==> src/rtl/logic_unit_arbiter.sv <==
// logic_unit_arbiter
//   Shares one WIDTH-bit bitwise logic unit (AND/OR/XOR/NOR) between two
//   requesters. Arbitration is round-robin. The result is held in a register,
//   and every interface uses a valid/ready handshake.
//
// Ports
//   clock, reset_n          rising-edge clock, async active-low reset
//   reqN_valid/ready        requester N handshake (N = 0,1); ready is combinational
//   reqN_op/opA/opB         op (00 AND, 01 OR, 10 XOR, 11 NOR) and operands
//   res_valid/ready         result handshake toward the consumer
//   res_data, res_id        registered result and the requester that issued it
//   busy                    mirrors res_valid
//   op_count                completed result handshakes, wraps at 2^CNT_W
module logic_unit_arbiter #(
  parameter int WIDTH = 32,
  parameter int CNT_W = 16
) (
  input  logic             clock,
  input  logic             reset_n,
  input  logic             req0_valid,
  output logic             req0_ready,
  input  logic [1:0]       req0_op,
  input  logic [WIDTH-1:0] req0_opA,
  input  logic [WIDTH-1:0] req0_opB,
  input  logic             req1_valid,
  output logic             req1_ready,
  input  logic [1:0]       req1_op,
  input  logic [WIDTH-1:0] req1_opA,
  input  logic [WIDTH-1:0] req1_opB,
  output logic             res_valid,
  input  logic             res_ready,
  output logic [WIDTH-1:0] res_data,
  output logic             res_id,
  output logic             busy,
  output logic [CNT_W-1:0] op_count
);

  typedef struct packed {
    logic [1:0]       op;
    logic [WIDTH-1:0] opa;
    logic [WIDTH-1:0] opb;
  } req_t;

  req_t             sel;
  logic             slot_free, res_fire, gnt_vld, gnt_id, accept;
  logic             res_valid_q, res_valid_d;
  logic [WIDTH-1:0] res_data_q, res_data_d;
  logic             res_id_q, res_id_d;
  logic             prio_q, prio_d;
  logic [CNT_W-1:0] op_count_q, op_count_d;

  function automatic logic [WIDTH-1:0] lu_eval(input logic [1:0] op,
                                               input logic [WIDTH-1:0] a,
                                               input logic [WIDTH-1:0] b);
    case (op)
      2'b00:   lu_eval = a & b;
      2'b01:   lu_eval = a | b;
      2'b10:   lu_eval = a ^ b;
      default: lu_eval = ~(a | b);
    endcase
  endfunction

  always_comb begin
    slot_free = !res_valid_q | res_ready;
    res_fire  = res_valid_q & res_ready;
    gnt_vld   = req0_valid | req1_valid;
    // Under contention the priority pointer decides; otherwise whoever is valid.
    gnt_id    = (req0_valid & req1_valid) ? prio_q : req1_valid;
    // Readies are gated by reset_n so nothing is accepted while reset is held.
    accept     = gnt_vld & slot_free & reset_n;
    req0_ready = accept & ~gnt_id;
    req1_ready = accept & gnt_id;

    sel = gnt_id ? req_t'{req1_op, req1_opA, req1_opB}
                 : req_t'{req0_op, req0_opA, req0_opB};

    res_valid_d = res_valid_q;
    res_data_d  = res_data_q;
    res_id_d    = res_id_q;
    prio_d      = prio_q;
    if (accept) begin
      // An accept may coincide with a result handshake: the slot is refilled
      // in the same cycle, so one op per cycle can be sustained.
      res_valid_d = 1'b1;
      res_data_d  = lu_eval(sel.op, sel.opa, sel.opb);
      res_id_d    = gnt_id;
      prio_d      = ~gnt_id;
    end else if (res_fire) begin
      res_valid_d = 1'b0;
    end
    op_count_d = op_count_q + {{(CNT_W-1){1'b0}}, res_fire};
  end

  always_ff @(posedge clock or negedge reset_n) begin
    if (!reset_n) begin
      res_valid_q <= 1'b0;
      res_data_q  <= '0;
      res_id_q    <= 1'b0;
      prio_q      <= 1'b0;
      op_count_q  <= '0;
    end else begin
      res_valid_q <= res_valid_d;
      res_data_q  <= res_data_d;
      res_id_q    <= res_id_d;
      prio_q      <= prio_d;
      op_count_q  <= op_count_d;
    end
  end

  assign res_valid = res_valid_q;
  assign res_data  = res_data_q;
  assign res_id    = res_id_q;
  assign busy      = res_valid_q;
  assign op_count  = op_count_q;

endmodule

==> config.mk <==
export PLATFORM = sky130hd
export DESIGN_NAME = logic_unit_arbiter
export DESIGN_NICKNAME = d
export VERILOG_FILES = /design/src/rtl/logic_unit_arbiter.sv
export SDC_FILE = /design/constraint.sdc
export NUM_CORES = 1
export LEC_CHECK = 0
export CORE_ASPECT_RATIO = 0.9
export CORE_MARGIN = 10
export CORE_UTILIZATION = 50
export DETAILED_ROUTE_END_ITERATION = 12
export GPL_ROUTABILITY_DRIVEN = 0
export PLACE_DENSITY_LB_ADDON = 0.05
export REMOVE_ABC_BUFFERS = 1
export SETUP_SLACK_MARGIN = 0.1
export SYNTH_ARGS = -nofsm -noshare
export SYNTH_HDL_FRONTEND = slang
export SYNTH_SLANG_ARGS = --single-unit
==> constraint.sdc <==
create_clock -name clock -period 4.1 [get_ports clock]
set_input_delay 0.41 -clock clock [delete_from_list [all_inputs] [get_ports clock]]
set_output_delay 0.41 -clock clock [all_outputs]
set_load 0.02 [all_outputs]
## Word level (Yosys, flattened, before mapping)

Index checks and enable logic that the tools add are counted.

- Bits of input ports: 137
- Logic and storage cells: 29
- Register bits after elaboration: 51
- Output and inout port bits: 53

- $add $sub $neg: 1
- Multiplexer cells: 5
- Reduce and logical (&&, ||, !) cells: 3
- Equal/unequal tests: 2
- Bitwise operators: 13

Operator list:

| operator | count |
|---|---|
| $pmux 32 s3 | 1 |
| $mux 66 | 1 |
| $and 32x32->32 | 1 |
| $not 32->32 | 1 |
| $or 32x32->32 | 1 |
| $xor 32x32->32 | 1 |
| $add 16x1->16 | 1 |
| $and 1x1->1 | 6 |
| $mux 1 | 3 |
| $eq 2x1->1 const B | 1 |
| $eq 2x2->1 const B | 1 |
| $logic_not 2->1 | 1 |
| $or 1x1->1 | 2 |
| $reduce_bool 2->1 | 1 |
| $logic_not 1->1 | 1 |
| $not 1->1 | 1 |

## Logic depth before layout (Yosys ltp)

- Depth after elaboration: 6
- Depth in mapped cells: 10
- Mapped depth without buffers: 9

## Worst setup path before layout

No wires, ideal clock.

- Path kind: register -> register
- Start: register prio_q
- End: register res_data_q[0], in the netlist res_data[0]
- Slack: 1.837 ns
- Clock period less this slack: 2.263 ns
- Cell stages (with the launch flop): 11
- Library setup time: 0.086 ns
- Path buffers: 2
- Arrival time: 2.178 ns
- Required time: 4.014 ns
- Cell sequence: dfrtp_1 > nand2b_1 > nand2_2 > buf_2 > buf_4 > mux2i_1 > ha_1 > xnor2_1 > nor3_1 > a311o_1 > a32oi_1

- Cells in the longest elaborated chain, start to end: 5
- Elaborated cells between the ends (all ways): 10

Ends and longest elaborated chain:

| element | line | text |
|---|---|---|
| from (decl) | 49 | `logic prio_q, prio_d;` |
| from (signal assigned) | 105 | `prio_q <= prio_d;` |
| $mux 1 (*) | 68 | `gnt_id = (req0_valid & req1_valid) ? prio_q : req1_valid;` |
| $mux 66 (*) | 74 | `sel = gnt_id ? req_t'{req1_op, req1_opA, req1_opB}` |
| $or 32x32->32 | 57, 59 |  |
| $not 32->32 | 59 | `default: lu_eval = ~(a \| b);` |
| $pmux 32 s3 (*) | 55 | `case (op)` |
| to (signal assigned) | 103 | `res_data_q <= res_data_d;` |
| to (decl) | 47 | `logic [WIDTH-1:0] res_data_q, res_data_d;` |

Mark *: on every way between the ends. The rest lies on a longest branch, timed or not.
A chain may end at the register's enable or synchronous reset.

## Worst setup path after layout

- Start: input port req1_valid
- End: output port req1_ready

- Cells in the longest elaborated chain, start to end: 4
- Elaborated cells between the ends (all ways): 6

Ends and longest elaborated chain:

| element | line | text |
|---|---|---|
| from (decl) | 25 | `input logic req1_valid,` |
| $or 1x1->1 | 66 | `gnt_vld = req0_valid \| req1_valid;` |
| $and 1x1->1 (2 in a row) | 70 | `accept = gnt_vld & slot_free & reset_n;` |
| $and 1x1->1 (*) | 72 | `req1_ready = accept & gnt_id;` |
| to (decl) | 26 | `output logic req1_ready,` |

Marked as above.

==> results.txt <==
internal power = 1380 uW
Max Buffers Root-to-Sink = 2
largest family of logic cells by synthesized area = adder cells
transition time at the pin with the least slew margin = 1070 ps
Final Hold Viols = 0
WL/cell = 19.4 microns
Clock power frac = 19.7%
largest net degree at the start of global routing = 52
nets = 968
Starting DRT DRC Count = 320
worst path arrival time = 2640 ps
DRT Pass-1 Iters = 4
r2r setup slk = 1410 ps
Power Total = 2240 uW
MaxCap Viol Count = 0
io pins = 190
vias per inst = 5.72
Overall Global Routing Usage = 21.8%
shortest period the worst path allows = 3050 ps
Layout Skew = 6.60 ps
Synth Area in Adders = 15.2%
Async SR Flop Fraction = 100%
layout cells sized above 1 = 8.22%
FF+latch count, synth = 51
CP required = 3690 ps
setup repair after global routing missed its margin = false
first-pass GRT wire length = 27900 microns
Post-DP HPWL = 12300 microns
CTS tree = yes
sw frac = 38.3%
Leak Pwr = 0.00336 uW
sequential area share after synthesis = 23.4%
Post-CTS Setup Bufs = 0
status = finished, final reports clean
Synth Area in Compound Gates = 15.0%
Final ANT Viol Nets = 0
cts hold-fix bufs = 0
HP Class = input pin to asynchronous set/reset pin
Startpoint Class = input pin
grt ovf = 0
Die Wd = 130 microns
xor and xnor area share after synthesis = 12.5%
Worst-path clk slew = 80 ps
initial antenna violation count = 0
# DRC = 0
vias in the first global route = 5518
Root Buffer = clkbuf_16
R2R Path Start = prio_q
synthesized area per cell = 8.95 sq um
post_cts resized = 0
Critical Path End Type = output pin
Most used DFF post-synth = dfrtp_1
normalized max-slew margin = 28.4%
Yosys top cell by area = dfrtp_1
Final Max Slew Viols = 0
Num Clock Sinks = 51
Mapped Cells = 609
Comb power frac = 50.0%
Routed WL = 17400 microns
P_sw = 858 uW
worst vdd ir = 214 uV
synth top area cells = dfrtp_1, ha_1, xnor2_1
Post-synth EDFFs = 0
Reg power frac = 30.2%
Core Region = 10700 sq um
Power Density = 299 nW/um^2
post-synthesis cell area = 5450 sq um
synth warn = 0
CTS Buf Count = 5
number of cell rows = 36
Max Clk Rate = 328 MHz
Die H = 119 microns
r2r endpoint = res_data[31]
Simple-Gate Fraction of Synth Area = 11.1%
most common library cells after synthesis = ha_1, inv_1, dfrtp_1
synth unique cells = 32
I/O Buffers = 189
Worst R2R Path Depth = 10
Skew-Pair Late Insertion Delay = 300 ps
Tcrit/Tclk final = 74.5%
share of the synthesized area in the top cell type = 23.4%
Starting Density = 50.8%
die area = 15500 sq um
ANT cells = 0
final-report setup violation count = 0
H-tree depth = 2
Setup Crit Path Kind = input pin to output pin
Layout Area Growth over Synthesis = 37.4%
Setup TNS = 0 ps
DR vias = 5139
Max FO, Critical Path = 30
post-synthesis mux area share = 12.5%
-- per-layer routing --
metal  up-vias  global-route usage (%)  wire length, microns
li1       2439                       -                     -
met1      2502                    26.3                  7310
met2       185                    37.3                  8540
met3        13                    6.03                  1390
met4         0                    4.99                   189
met5         -                       0                     0
-- registers in the layout (all words and copies together) (netlist names) --
signal    cells
busy          1
op_count     16
prio_q        1
res_data     32
res_id        1
-- worst max path at each step --
stage	startpoint	to	slack (ps)	cells after the start
after floorplan	prio_q	res_data[20]	830	9
after global placement	req0_valid	res_data[8]	1080	11
after detailed placement	req0_valid	res_data[31]	990	11
after CTS	req1_valid	req1_ready	1040	5
after global routing	req1_valid	req1_ready	910	5
final	req1_valid	req1_ready	1050	5
-- through the flow --
stage | setup WS (ps) | hold slack [ps] | cell area, sq um | util [%] | std cells
floorplan | 831 | 114 | 5140 | - | 555
global route | 913 | 342 | 7480 | 69.8 | 899
CTS | 1040 | 310 | 7480 | 69.8 | 899
detailed placement | 987 | 474 | 7340 | 68.4 | 891
global placement | 1080 | 462 | 7340 | 68.4 | 891
finish | 1050 | 285 | 7480 | 69.8 | 899
-- kinds of logic after synthesis --
| kind of cell | Yosys count |
|---|---|
| muxes | 64 |
| xor gates and xnor gates | 78 |
| DFF | 51 |
| AOI/OAI and AO/OA | 103 |
| adders and majority gates | 66 |
| and+or+nand+nor | 127 |
| buffers and inverters | 120 |
-- power groups by stage --
stage                     Combinational (uW)  Clock, uW  Sequential, uW
after floorplan                          468          0             804
after global placement                  1090          0             681
after detailed placement                1120          0             686
after CTS                               1130        447             677
after global routing                    1210        463             691
final                                   1120        442             677
-- area by class of cell --
| class | count | area, sq um |
|---|---|---|
| clock buffer | 6 | 129 |
| fill | 890 | 3240 |
| tap | 133 | 166 |
| multi-input combinational | 438 | 3640 |
| inverter | 66 | 248 |
| timing repair buffer | 203 | 2010 |
| sequential | 51 | 1280 |
| clock inverter | 2 | 17.5 |
-- layout by cell type, fill, tap and decap left out, types with 2 or more instances in the layout --
master           count
nand3_1             39
nor2_1               5
a32oi_1             32
inv_1               66
clkdlybuf4s50_1    186
xor2_1              35
dfrtp_1             51
ha_1                66
nand2b_1             2
a311o_1             32
buf_2                3
buf_4               12
xnor2_1             43
buf_12               2
mux2i_1             32
nor3_1              32
o21ai_0             31
and4_1               2
a21oi_1              2
nand4_1              3
mux2_2              32
clkbuf_16            5
nand2_1             38
clkinv_4             2
-- critical path, stage by stage --
cell and delay, ps:
clkdlybuf4s50_1 680, o21ai_2 110, or2_2 530, nor2_1 260, clkdlybuf4s50_1 650
Note: power is estimated with default switching activity, not from simulation.
